File: src/rtl/rx_path_pkg.sv
// rtl/rx_path_pkg.sv - shared types and constants for the PC receive path
// Contents:
//   rx_state_t        frame writer FSM states
//   RX_WORD_WIDTH     payload word width
//   DEFAULT_MAX_WORDS default per-frame word limit
package rx_path_pkg;

  localparam int RX_WORD_WIDTH     = 32;
  localparam int DEFAULT_MAX_WORDS = 1024;

  typedef enum logic [2:0] {
    ST_IDLE,
    ST_READ,
    ST_WAIT,
    ST_HOLD,
    ST_DONE
  } rx_state_t;

endpackage

File: src/rtl/rx_frame_writer.sv
// rtl/rx_frame_writer.sv - pops receive FIFO words into an addressed frame write port
// Ports:
//   i_clock, i_reset_n        clock, asynchronous active-low reset
//   i_flush                   synchronous flush (PC reset-all)
//   i_fifo_empty, o_fifo_rdreq, i_fifo_q
//                             non-showahead receive FIFO read side
//   i_packet_fully_decoded, i_packet_command
//                             end-of-packet pulse and command bit from the decoder
//   o_wr_valid, i_wr_ready, o_wr_addr, o_wr_data
//                             valid/ready word write port to the frame store
//   o_frame_done, o_frame_command, o_word_count, o_overflow
//                             frame completion status to the data manager
module rx_frame_writer
  import rx_path_pkg::*;
#(
  parameter int ADDR_WIDTH = 16,
  parameter int MAX_WORDS  = DEFAULT_MAX_WORDS
) (
  input  logic                     i_clock,
  input  logic                     i_reset_n,
  input  logic                     i_flush,
  input  logic                     i_fifo_empty,
  output logic                     o_fifo_rdreq,
  input  logic [RX_WORD_WIDTH-1:0] i_fifo_q,
  input  logic                     i_packet_fully_decoded,
  input  logic                     i_packet_command,
  output logic                     o_wr_valid,
  input  logic                     i_wr_ready,
  output logic [ADDR_WIDTH-1:0]    o_wr_addr,
  output logic [RX_WORD_WIDTH-1:0] o_wr_data,
  output logic                     o_frame_done,
  output logic                     o_frame_command,
  output logic [ADDR_WIDTH-1:0]    o_word_count,
  output logic                     o_overflow
);

  // One extra address bit so a limit of 2^ADDR_WIDTH can be reached without wrapping.
  localparam logic [ADDR_WIDTH:0] MAX_W = (ADDR_WIDTH + 1)'(MAX_WORDS);

  rx_state_t                state_q, state_d;
  logic [ADDR_WIDTH:0]      addr_q, addr_d;
  logic                     end_pending_q, end_pending_d;
  logic                     end_age_q, end_age_d;
  logic                     rdreq_q, rdreq_d;
  logic                     wr_valid_q, wr_valid_d;
  logic [RX_WORD_WIDTH-1:0] wr_data_q, wr_data_d;
  logic                     frame_done_q, frame_done_d;
  logic                     frame_cmd_q, frame_cmd_d;
  logic [ADDR_WIDTH-1:0]    word_count_q, word_count_d;
  logic                     overflow_q, overflow_d;
  logic [ADDR_WIDTH:0]      addr_sat;

  assign addr_sat = (addr_q > MAX_W) ? MAX_W : addr_q;

  always_ff @(posedge i_clock or negedge i_reset_n) begin
    if (!i_reset_n) begin
      state_q       <= ST_IDLE;
      addr_q        <= '0;
      end_pending_q <= 1'b0;
      end_age_q     <= 1'b0;
      rdreq_q       <= 1'b0;
      wr_valid_q    <= 1'b0;
      wr_data_q     <= '0;
      frame_done_q  <= 1'b0;
      frame_cmd_q   <= 1'b0;
      word_count_q  <= '0;
      overflow_q    <= 1'b0;
    end else begin
      state_q       <= state_d;
      addr_q        <= addr_d;
      end_pending_q <= end_pending_d;
      end_age_q     <= end_age_d;
      rdreq_q       <= rdreq_d;
      wr_valid_q    <= wr_valid_d;
      wr_data_q     <= wr_data_d;
      frame_done_q  <= frame_done_d;
      frame_cmd_q   <= frame_cmd_d;
      word_count_q  <= word_count_d;
      overflow_q    <= overflow_d;
    end
  end

  always_comb begin
    state_d       = state_q;
    addr_d        = addr_q;
    rdreq_d       = 1'b0;
    wr_valid_d    = wr_valid_q;
    wr_data_d     = wr_data_q;
    frame_done_d  = 1'b0;
    frame_cmd_d   = frame_cmd_q;
    word_count_d  = word_count_q;
    overflow_d    = overflow_q;
    end_pending_d = end_pending_q;
    // end_age marks that the decode pulse is at least one edge old, which lets a
    // lagging FIFO empty flag catch up with a word written alongside the pulse.
    end_age_d     = end_age_q | end_pending_q;

    case (state_q)
      ST_IDLE: begin
        if (!i_fifo_empty) begin
          state_d = ST_READ;
          rdreq_d = 1'b1;
        end else if (end_pending_q && end_age_q) begin
          // Status is registered on entry so the done pulse and its status align.
          state_d      = ST_DONE;
          frame_done_d = 1'b1;
          word_count_d = addr_sat[ADDR_WIDTH-1:0];
          frame_cmd_d  = i_packet_command;
        end
      end
      ST_READ: state_d = ST_WAIT;
      ST_WAIT: begin
        if (addr_q < MAX_W) begin
          wr_data_d  = i_fifo_q;
          wr_valid_d = 1'b1;
          state_d    = ST_HOLD;
          // Overflow stays visible through the done pulse and drops with the next frame's first word.
          if (addr_q == '0) overflow_d = 1'b0;
        end else begin
          overflow_d = 1'b1;
          state_d    = ST_IDLE;
        end
      end
      ST_HOLD: begin
        if (i_wr_ready) begin
          wr_valid_d = 1'b0;
          addr_d     = addr_q + 1'b1;
          if (!i_fifo_empty) begin
            state_d = ST_READ;
            rdreq_d = 1'b1;
          end else begin
            state_d = ST_IDLE;
          end
        end
      end
      ST_DONE: begin
        addr_d        = '0;
        end_pending_d = 1'b0;
        end_age_d     = 1'b0;
        state_d       = ST_IDLE;
      end
      default: state_d = ST_IDLE;
    endcase

    // A decode pulse in DONE wins over the clear and belongs to the next frame.
    if (i_packet_fully_decoded) begin
      end_pending_d = 1'b1;
      end_age_d     = 1'b0;
    end

    if (i_flush) begin
      state_d       = ST_IDLE;
      addr_d        = '0;
      end_pending_d = 1'b0;
      end_age_d     = 1'b0;
      overflow_d    = 1'b0;
      wr_valid_d    = 1'b0;
      rdreq_d       = 1'b0;
      frame_done_d  = 1'b0;
      frame_cmd_d   = frame_cmd_q;
      word_count_d  = word_count_q;
    end
  end

  assign o_fifo_rdreq    = rdreq_q;
  assign o_wr_valid      = wr_valid_q;
  assign o_wr_addr       = addr_q[ADDR_WIDTH-1:0];
  assign o_wr_data       = wr_data_q;
  assign o_frame_done    = frame_done_q;
  assign o_frame_command = frame_cmd_q;
  assign o_word_count    = word_count_q;
  assign o_overflow      = overflow_q;

endmodule

File: config.mk
export PLATFORM = sky130hd
export DESIGN_NAME = rx_frame_writer
export DESIGN_NICKNAME = d
export VERILOG_FILES = /design/src/rtl/rx_path_pkg.sv /design/src/rtl/rx_frame_writer.sv
export SDC_FILE = /design/constraint.sdc
export NUM_CORES = 1
export LEC_CHECK = 0
export BUFFER_PORTS_ARGS = -buffer_cell sky130_fd_sc_hd__buf_2
export CORE_ASPECT_RATIO = 0.7
export CORE_MARGIN = 5
export CORE_UTILIZATION = 45
export CTS_CLUSTER_SIZE = 28
export DETAILED_ROUTE_END_ITERATION = 6
export PLACE_DENSITY = 0.76
export SLEW_MARGIN = 25
export SYNTH_ARGS = -nofsm -noshare
export SYNTH_HDL_FRONTEND = slang
export SYNTH_SLANG_ARGS = --single-unit
File: constraint.sdc
create_clock -name i_clock -period 2 [get_ports i_clock]
set_input_delay 0.2 -clock i_clock [delete_from_list [all_inputs] [get_ports i_clock]]
set_output_delay 0.2 -clock i_clock [all_outputs]
set_load 0.01 [all_outputs]
==> impl_metrics.toml, run 1 <==
[power]
swShare = 0.2933
p_leak_uw = 0.002141
combPwrFrac = 0.230
power_frac_clock = 0.292
switching_power_uw = 1219
internal-power_uw = 2936
seq_power_share = 0.479
power.density_mw_per_mm2 = 968.6
max-vdd-ir-drop_mv = 0.7609

[cts]
cts.htree.levels = 3
cts_buffers = 9
clk_path_buf_depth = 2
clkLatencyLatePin_ps = 360
cts.sinks = 75
cts_tree = "built"
root_buffer = "clkbuf_8"
clk_pin_slew_ps = 80

[die]
die_y_um = 81.77
start_util = 0.4584
die_w_um = 112.5
row_count = 26
die_area_mm2 = 0.009200
core_mm2 = 0.007222
boundaryPins = 108

[sta]
post-route-period-util = 1.007
period_needed_ps = 2013
max_freq_mhz = 496.8
worst_hold_slack_ps = 30.77
final_max_slew_viol_count = 0
fin_skew_ps = 11.74
tns_ps = -13.08
setup_violations = 1
hold_viol = 0
rsz0062_at_grt = "true"
worst_pin_slew_ps = 422.4
final.setup.worst_slack_ps = -13.08
slew_headroom = 0.7158

[worst_hold_path]
holdCritPathClass = "in2reg"
whs_path_depth = 2

[setup_path]
crit_path_end_kind = "register"
startpoint_type = "register"
crit_required_ps = 2280
critPathMaxFanout = 9
crit_type = "reg2reg"
reg2reg_depth = 5
crit_arrival_ps = 2300
reg2reg_slack_ps = -10

[place]
io_buffers = 107
dp.cells = 473
place_area_mm2 = 0.003990
dp_hpwl_um = 5613
gp_congestion = 0.7973

[global_routing]
track_usage = 0.1783
grt_pass1_vias = 2506
antenna_found_initial = 0
grt_max_degree = 76
grt_pass1_wl_um = 12860
grt-ovfl-total = 0

[synth]
synth_warnings = 0
synth_fp_nets = 317
synth_seq_cells = 75
syn_inst = 276
synth_cell_types = 40
ys_seq_area_frac = 0.5669
synth_area_mm2 = 0.003311
synth_area_per_cell_um2 = 12.00

[cells_and_area]
nFillCells = 641
syn2layout_area_growth_pct = 29.59
fin_nets = 432
seqCellArea_mm2 = 0.001877
antenna_cells = 0
final_common_cell = "buf_2"
drive_above_1_share = 0.4874
multi_input_comb_area_mm2 = 0.001255
fin_area_mm2 = 0.004290
most-common-layout-cells = "buf_2 (107), dfrtp_1 (75), mux2_2 (33)"
stdcell_count = 494

[routing]
vias_per_cell = 5.119
via_count = 2529
drc_errors = 0
drt_iter0_drc = 187
antenna_left = 0
drt_wl_total_um = 7897
firstDrtPassIters = 4
avgRoutedWirePerCell_um = 15.99

[run]
drv_cap = 0

[outcome]
status = "complete, but fails checks"
violations = "setup timing"
[layer usage]
metal,global-route usage,part of all wire,up-vias
met3,0.05965,0.084,8
met1,0.2427,0.46,1222
met5,0,0,-
li1,-,-,1204
met2,0.2681,0.44,95
met4,0.06483,0.010,0
[sequential cells by signal (all words and copies together) (netlist names)]
signal and count:
o_word_count 16, o_wr_data 32, o_frame_done 1, o_overflow 1
o_fifo_rdreq 1, state_q 3, o_frame_command 1, end_pending_q 1
end_age_q 1, addr_q 17, o_wr_valid 1
[logic make-up after synthesis]
kind of cell / count (synthesis) / share of synthesized area
xor+xnor: 7 / 0.01852
compound gates: 42 / 0.08844
flops: 75 / 0.5669
mux: 33 / 0.1122
buf+inv: 37 / 0.06727
simple gates: 80 / 0.1391
fa+ha+maj: 2 / 0.007557
[Yosys cell counts (all sizes together)]
library cell / n / area share
and4: 1 / 0.0026
o31a: 1 / 0.0026
nand2: 15 / 0.017
nor4: 5 / 0.0094
and3: 2 / 0.0038
a22o: 11 / 0.029
nand4: 4 / 0.0076
nand4b: 5 / 0.013
or3b: 3 / 0.0079
xor2: 5 / 0.013
or4: 4 / 0.010
a211oi: 1 / 0.0060
nor2: 13 / 0.015
or3: 3 / 0.0057
nand3: 6 / 0.0091
and4b: 2 / 0.0060
xnor2: 2 / 0.0053
ha: 2 / 0.0076
inv: 7 / 0.0079
o31ai: 2 / 0.0045
nor4bb: 1 / 0.0030
o21a: 1 / 0.0023
and3b: 1 / 0.0026
clkbuf: 6 / 0.0068
a311o: 1 / 0.0030
a21oi: 13 / 0.020
a2111oi: 1 / 0.0026
mux2: 33 / 0.11
o21ai: 8 / 0.012
and2: 8 / 0.015
dfrtp: 75 / 0.57
a31oi: 1 / 0.0019
nor3: 6 / 0.0091
o211ai: 2 / 0.0045
or2: 1 / 0.0019
buf: 24 / 0.053
[power by group through the flow]
stage	registers, uW	clock network [uW]	logic (uW)
CTS	1990	1250	959
floorplan	2170	0	330
detailed placement	2020	0	955
finish	1990	1210	955
global placement	2010	0	929
global route	2030	1310	1040
[layout make-up]
| type | count | share of cell area |
|---|---|---|
| repair buffers | 134 | 0.1872 |
| clock inverters | 7 | 0.01925 |
| clock buffers | 9 | 0.02887 |
| flip-flops and latches | 75 | 0.4374 |
| multi-input cells | 164 | 0.2925 |
| well taps | 98 | 0.02858 |
| inverters | 7 | 0.006124 |
[critical path, cell delays in order (launching register included)]
cell,delay [ps]
dfrtp_1,420
buf_6,150
or3b_4,390
a311o_1,400
or4_4,440
a21oi_2,150
[worst paths after layout]
kind	start	to
max	state_q[0]$_DFFE_PN0P_	addr_q[13]$_DFFE_PN0P_
min in group asynchronous	i_reset_n	o_word_count[14]$_DFFE_PN0P_
min	i_packet_fully_decoded	end_age_q$_DFF_PN0_
max reg2reg	state_q[0]$_DFFE_PN0P_	addr_q[13]$_DFFE_PN0P_
min reg2reg	o_word_count[12]$_DFFE_PN0P_	o_word_count[12]$_DFFE_PN0P_
max in group asynchronous	i_reset_n	addr_q[12]$_DFFE_PN0P_
[what timing repair did]
action / in CTS / in global routing
buffers inserted: 0 / 4
gates cloned: 0 / 1
endpoints found under the hold margin: 75 / 0
setup endpoints to repair: 14 / 35
resized for setup: 2 / 9
pin swaps: 1 / 2
hold buffers: 1 / 0
[metrics by stage]
stage                     power (uW)  worst slack (ps)    util
after floorplan                 2500             81.01       -
after global placement          2934             41.33  0.5525
after detailed placement        2973            -141.4  0.5525
after CTS                       4204            -39.06  0.5833
after global routing            4386            -123.6  0.5941
final                           4155            -13.08  0.5941
(Power assumes the default switching activity.)
==> run 2: changes to the inputs <==
--- a/config.mk
+++ b/config.mk
@@ -5,10 +5,11 @@
 export SDC_FILE = /design/constraint.sdc
 export NUM_CORES = 1
 export LEC_CHECK = 0
+export ABC_AREA = 1
 export BUFFER_PORTS_ARGS = -buffer_cell sky130_fd_sc_hd__buf_2
 export CORE_ASPECT_RATIO = 0.7
 export CORE_MARGIN = 5
-export CORE_UTILIZATION = 45
+export CORE_UTILIZATION = 46
 export CTS_CLUSTER_SIZE = 28
 export DETAILED_ROUTE_END_ITERATION = 6
 export PLACE_DENSITY = 0.76
@@ -16,3 +17,4 @@
 export SYNTH_ARGS = -nofsm -noshare
 export SYNTH_HDL_FRONTEND = slang
 export SYNTH_SLANG_ARGS = --single-unit
+export TNS_END_PERCENT = 1
==> impl_metrics.toml, run 2 <==
[outcome]
status = "completed"

[setup_path]
crit_required_ps = 2270
crit_arrival_ps = 1920
crit_chain = "ha_1, nand2_1, nor2_1, nand2_1, nor2_1, nand3_1, nand2_1, inv_1, nor2_1"
startpoint_type = "register"
crit_path_end_kind = "register"
cp_num_buf_inv = 1
slowest_delay_ps = 410
cp_top_family = "simple AND/OR/NAND/NOR gates"
r2r-start = "addr_q[1]$_DFFE_PN0P_"
reg2reg_to = "addr_q[16]$_DFFE_PN0P_"
critPathMaxFanout = 4
reg2reg_depth = 9
crit_type = "reg2reg"
reg2reg_slack_ps = 350
cp_slowest_cell = "dfrtp_1"

[synth]
netlist_top_cells_count = "nand2_1 (153), dfrtp_1 (75), nand3_1 (55), nor2_1 (41), inv_1 (34)"
synth_seq_cells = 75
ys_seq_area_frac = 0.5259
synth_fp_nets = 487
yosysTopAreaCell = "dfrtp_1"
async_flop_share = 1.000
synth_edf_count = 0
syn_inst = 446
synth_area_mm2 = 0.003568
synth_cell_types = 23
yosysMostFrequentCell = "nand2_1"
ys.flop_type = "dfrtp_1"
synth_area_per_cell_um2 = 8.001
synth_top_area_share = 0.5259
synth_top_cells_by_area = "dfrtp_1 (53%), nand2_1 (16%), nand3_1 (7.7%), nor2_1 (4.3%), buf_4 (3.6%)"
synth_warnings = 0

[cells_and_area]
antenna_cells = 0
fin_nets = 580
most-common-layout-cells = "nand2_1 (153), buf_2 (106), dfrtp_1 (75)"
final_common_cell = "nand2_1"
syn2layout_area_growth_pct = 19.78
largest_reg_flops = 32
drive_above_1_share = 0.2670

[cts]
clk_pin_slew_ps = 90
cts_tree = "built"
cts_setup_buffers = 0
ctsHoldBuffers = 1
clk_path_buf_depth = 2
cts.sinks = 75
root_buffer = "clkbuf_8"
cts_buffers = 9
cts.htree.levels = 3
clkLatencyLatePin_ps = 340
cts_resized = 0

[place]
dp_hpwl_um = 6274
gp_congestion = 0.8342
io_buffers = 107

[sta]
period_needed_ps = 1647
final_max_slew_viol_count = 0
tns_ps = 0
setup_violations = 0
post-route-period-util = 0.8233
hold_viol = 0
fin_skew_ps = 10.43
max_freq_mhz = 607.3
rsz0062_at_grt = "false"
worst_pin_slew_ps = 613.0
slew_headroom = 0.5899

[die]
die_y_um = 83.69
boundaryPins = 108
row_count = 26
start_util = 0.4811
die_w_um = 115.3
die_area_mm2 = 0.009647
core_mm2 = 0.007417

[global_routing]
grt-ovfl-total = 0
grt_max_degree = 51
track_usage = 0.1824
grt_pass1_wl_um = 14300
grt_pass1_vias = 2978
antenna_found_initial = 0

[routing]
antenna_left = 0
avgRoutedWirePerCell_um = 13.44
drc_errors = 0
firstDrtPassIters = 5
drt_wl_total_um = 8614
via_count = 3155
drt_iter0_drc = 266
vias_per_cell = 4.922

[worst_hold_path]
holdCritPathClass = "in2reg"
hold_end = "o_frame_command$_DFFE_PN0P_"
whs_path_depth = 3
min-delay-start = "i_packet_command"

[power]
power.density_mw_per_mm2 = 1010
max-vdd-ir-drop_mv = 0.5898
p_leak_uw = 0.002352
total_power_uw = 4318

[run]
drv_cap = 0
run 2: through the flow:
stage / hold WS, ps / area (um^2) / utilization / setup WS, ps / std cells
after global placement: 125.2 / 4073 / 0.5491 / 435.6 / 625
after floorplan: -95.59 / 3568 / - / 671.8 / 446
after CTS: 61.63 / 4274 / 0.5762 / 365.7 / 641
after detailed placement: 133.7 / 4073 / 0.5491 / 385.2 / 625
after global routing: 68.08 / 4274 / 0.5762 / 187.3 / 641
final: 80.10 / 4274 / 0.5762 / 353.3 / 641
run 2: layout make-up:
cell class                      instances  area [um^2]
Clock inverter                          6        67.56
Sequential cell                        75         1877
Timing Repair Buffer                  112        590.6
Multi-Input combinational cell        303         1348
Inverter                               38        145.1
Tap cell                               98        122.6
Fill cell                             701         3143
Clock buffer                            9        123.9
run 2: power breakdown:
group	switching [uW]	total [uW]	internal, uW
sequential	183	2060	1880
clock	563	1130	571
combinational	670	1120	451
run 2: kinds of logic (layout without fill, tap and decap cells):
family,after synthesis,in the layout,share of synthesized area
compound gates,25,25,0.03541
simple gates,275,275,0.3327
fa+ha+maj,2,2,0.007012
xor+xnor,1,1,0.002455
buf+inv,68,165,0.09642
flops,75,75,0.5259
run 2: worst max path at each step:
stage / from / end / slack, ps / depth (start not counted)
after floorplan: addr_q[11]$_DFFE_PN0P_ / o_wr_data[0]$_DFFE_PN0N_ / 670 / 7
after global placement: addr_q[12]$_DFFE_PN0P_ / state_q[0]$_DFFE_PN0P_ / 440 / 7
after detailed placement: addr_q[1]$_DFFE_PN0P_ / addr_q[16]$_DFFE_PN0P_ / 390 / 9
after CTS: addr_q[12]$_DFFE_PN0P_ / state_q[0]$_DFFE_PN0P_ / 370 / 7
after global routing: state_q[0]$_DFFE_PN0P_ / addr_q[11]$_DFFE_PN0P_ / 190 / 9
final: addr_q[1]$_DFFE_PN0P_ / addr_q[16]$_DFFE_PN0P_ / 350 / 9
run 2: worst register-to-register path, cell delays in order (launching register included):
cell,delay [ps]
dfrtp_1,410
ha_1,210
nand2_1,80
nor2_1,200
nand2_1,130
nor2_1,240
nand3_1,110
nand2_1,80
inv_1,40
nor2_1,90
run 2: metal layers:
layer / global-route usage / share of wire / vias up
li1: - / - / 1578
met1: 0.2497 / 0.44 / 1458
met2: 0.2841 / 0.48 / 115
met3: 0.05435 / 0.078 / 4
met4: 0.04478 / 0.0046 / 0
met5: 0 / 0 / -
==> run 3: changes to the inputs <==
==> constraint.sdc (replaced) <==
create_clock -name i_clock -period 1.5 [get_ports i_clock]
set_input_delay 0.15 -clock i_clock [delete_from_list [all_inputs] [get_ports i_clock]]
set_output_delay 0.15 -clock i_clock [all_outputs]
set_load 0.01 [all_outputs]
==> impl_metrics.toml, run 3 (synthesis results as in run 2) <==
[cells_and_area]
fin_area_mm2 = 0.004462
syn2layout_area_growth_pct = 25.04
antenna_cells = 0
final_util = 0.6016
final_common_cell = "nand2_1"
drive_above_1_share = 0.3184
fin_nets = 597
most-common-layout-cells = "nand2_1 (149), buf_2 (106), dfrtp_1 (74)"
largest_reg_flops = 32
stdcell_count = 657

[outcome]
status = "completed"

[setup_path]
crit_arrival_ps = 1710
crit_path_end_kind = "register"
critPathMaxFanout = 4
crit_type = "reg2reg"
slowest_delay_ps = 390
crit_chain = "ha_2, nand2_2, nor2_4, nand2_2, nor2_4, nand3_1, nand2_1, inv_1, nor2_1"
crit_required_ps = 1770
cp_slowest_cell = "dfrtp_1"
startpoint_type = "register"

[cts]
cts_buffers = 9
root_buffer = "clkbuf_8"
cts.htree.levels = 3
cts.sinks = 75
clkLatencyLatePin_ps = 340
clk_pin_slew_ps = 80
cts_tree = "built"
clk_path_buf_depth = 2

[die]
row_count = 26
boundaryPins = 108
start_util = 0.4811
die_y_um = 83.69
die_area_mm2 = 0.009647
core_mm2 = 0.007417
die_w_um = 115.3

[global_routing]
grt_pass1_wl_um = 14810
antenna_found_initial = 0
grt_max_degree = 50
track_usage = 0.1895
grt_pass1_vias = 3074
grt-ovfl-total = 0

[routing]
avgRoutedWirePerCell_um = 13.56
via_count = 3238
drt_wl_total_um = 8910
firstDrtPassIters = 4
antenna_left = 0
drc_errors = 0
vias_per_cell = 4.928
drt_iter0_drc = 211

[worst_hold_path]
holdCritPathClass = "in2reg"

[place]
dp.cells = 639
io_buffers = 107
place_area_mm2 = 0.004190
gp_congestion = 0.9248
dp_hpwl_um = 6534

[sta]
final_max_slew_viol_count = 0
period_needed_ps = 1440
slew_headroom = 0.7198
post-route-period-util = 0.9603
rsz0062_at_grt = "true"
fin_skew_ps = 9.689
max_freq_mhz = 694.2
hold_viol = 0
setup_violations = 0
worst_pin_slew_ps = 419.7

[power]
max-vdd-ir-drop_mv = 0.8464
power.density_mw_per_mm2 = 1255
p_leak_uw = 0.002441

[run]
drv_cap = 0
==> run 3: changes by cell type in the layout (fill, tap and decap cells not counted), sizes merged <==
cell      previous run  this run
clkinvlp             2         3
bufinv               1         0
clkinv               3         2
buf                111       128
==> run 3: final cells by class <==
cell class / instances / area (um^2)
Clock buffer: 9 / 123.9
Clock inverter: 5 / 32.53
Fill cell: 680 / 2955
Inverter: 38 / 145.1
Multi-Input combinational cell: 303 / 1418
Sequential cell: 75 / 1878
Tap cell: 98 / 122.6
Timing Repair Buffer: 129 / 742.0
==> run 3: timing repair <==
action	in CTS	in global routing
gates resized for setup	4	24
pin swaps	0	4
hold endpoints to repair	26	0
hold buffers	1	0
setup endpoints to repair	11	58
cloned	0	0
setup buffers	0	3
==> run 3: power breakdown <==
part           internal (uW)  switching, uW  total, uW
logic                    634            911       1540
registers               2510            255       2760
clock network            575            716       1290
==> run 3: metal layers <==
layer | vias up | share of wire | track usage | routed length, um
li1 | 1614 | - | - | -
met5 | - | 0 | 0 | 0
met3 | 6 | 0.076 | 0.06232 | 679
met4 | 0 | 0.0064 | 0.04797 | 57
met1 | 1518 | 0.45 | 0.2638 | 4024
met2 | 100 | 0.47 | 0.2852 | 4149
==> run 3: through the flow <==
step / power, uW / hold slack [ps] / worst slack (ps) / setup TNS [ps]
2_1_floorplan: 3581 / -145.6 / 171.8 / 0
3_3_place_gp: 4294 / 94.11 / 0.1802 / 0
3_5_place_dp: 4351 / 93.83 / -56.15 / -78.30
4_1_cts: 5670 / 16.45 / 5.322 / 0
5_1_grt: 5998 / 4.886 / -95.68 / -338.1
6_report: 5599 / 32.86 / 59.56 / 0
==> run 3: worst max-delay path: cells and delay by family, from the launching register on <==
kind / cells / cell delay [ps]
fa+ha+maj: 1 / 230
simple gates: 7 / 700
flops: 1 / 390
buf+inv: 1 / 30
==> run 3: worst paths after layout <==
| path | endpoint | depth (start not counted) | from | slack [ps] |
|---|---|---|---|---|
| worst max register to register | addr_q[14]$_DFFE_PN0P_ | 9 | addr_q[1]$_DFFE_PN0P_ | 60 |
| worst min-delay path | o_frame_command$_DFFE_PN0P_ | 3 | i_packet_command | 30 |
| worst max-delay path | addr_q[14]$_DFFE_PN0P_ | 9 | addr_q[1]$_DFFE_PN0P_ | 60 |
| worst min register to register | o_frame_command$_DFFE_PN0P_ | 2 | o_frame_command$_DFFE_PN0P_ | 470 |
| max in group asynchronous | o_wr_data[0]$_DFFE_PN0N_ | 3 | i_reset_n | 650 |
| min in group asynchronous | o_word_count[6]$_DFFE_PN0P_ | 2 | i_reset_n | 270 |
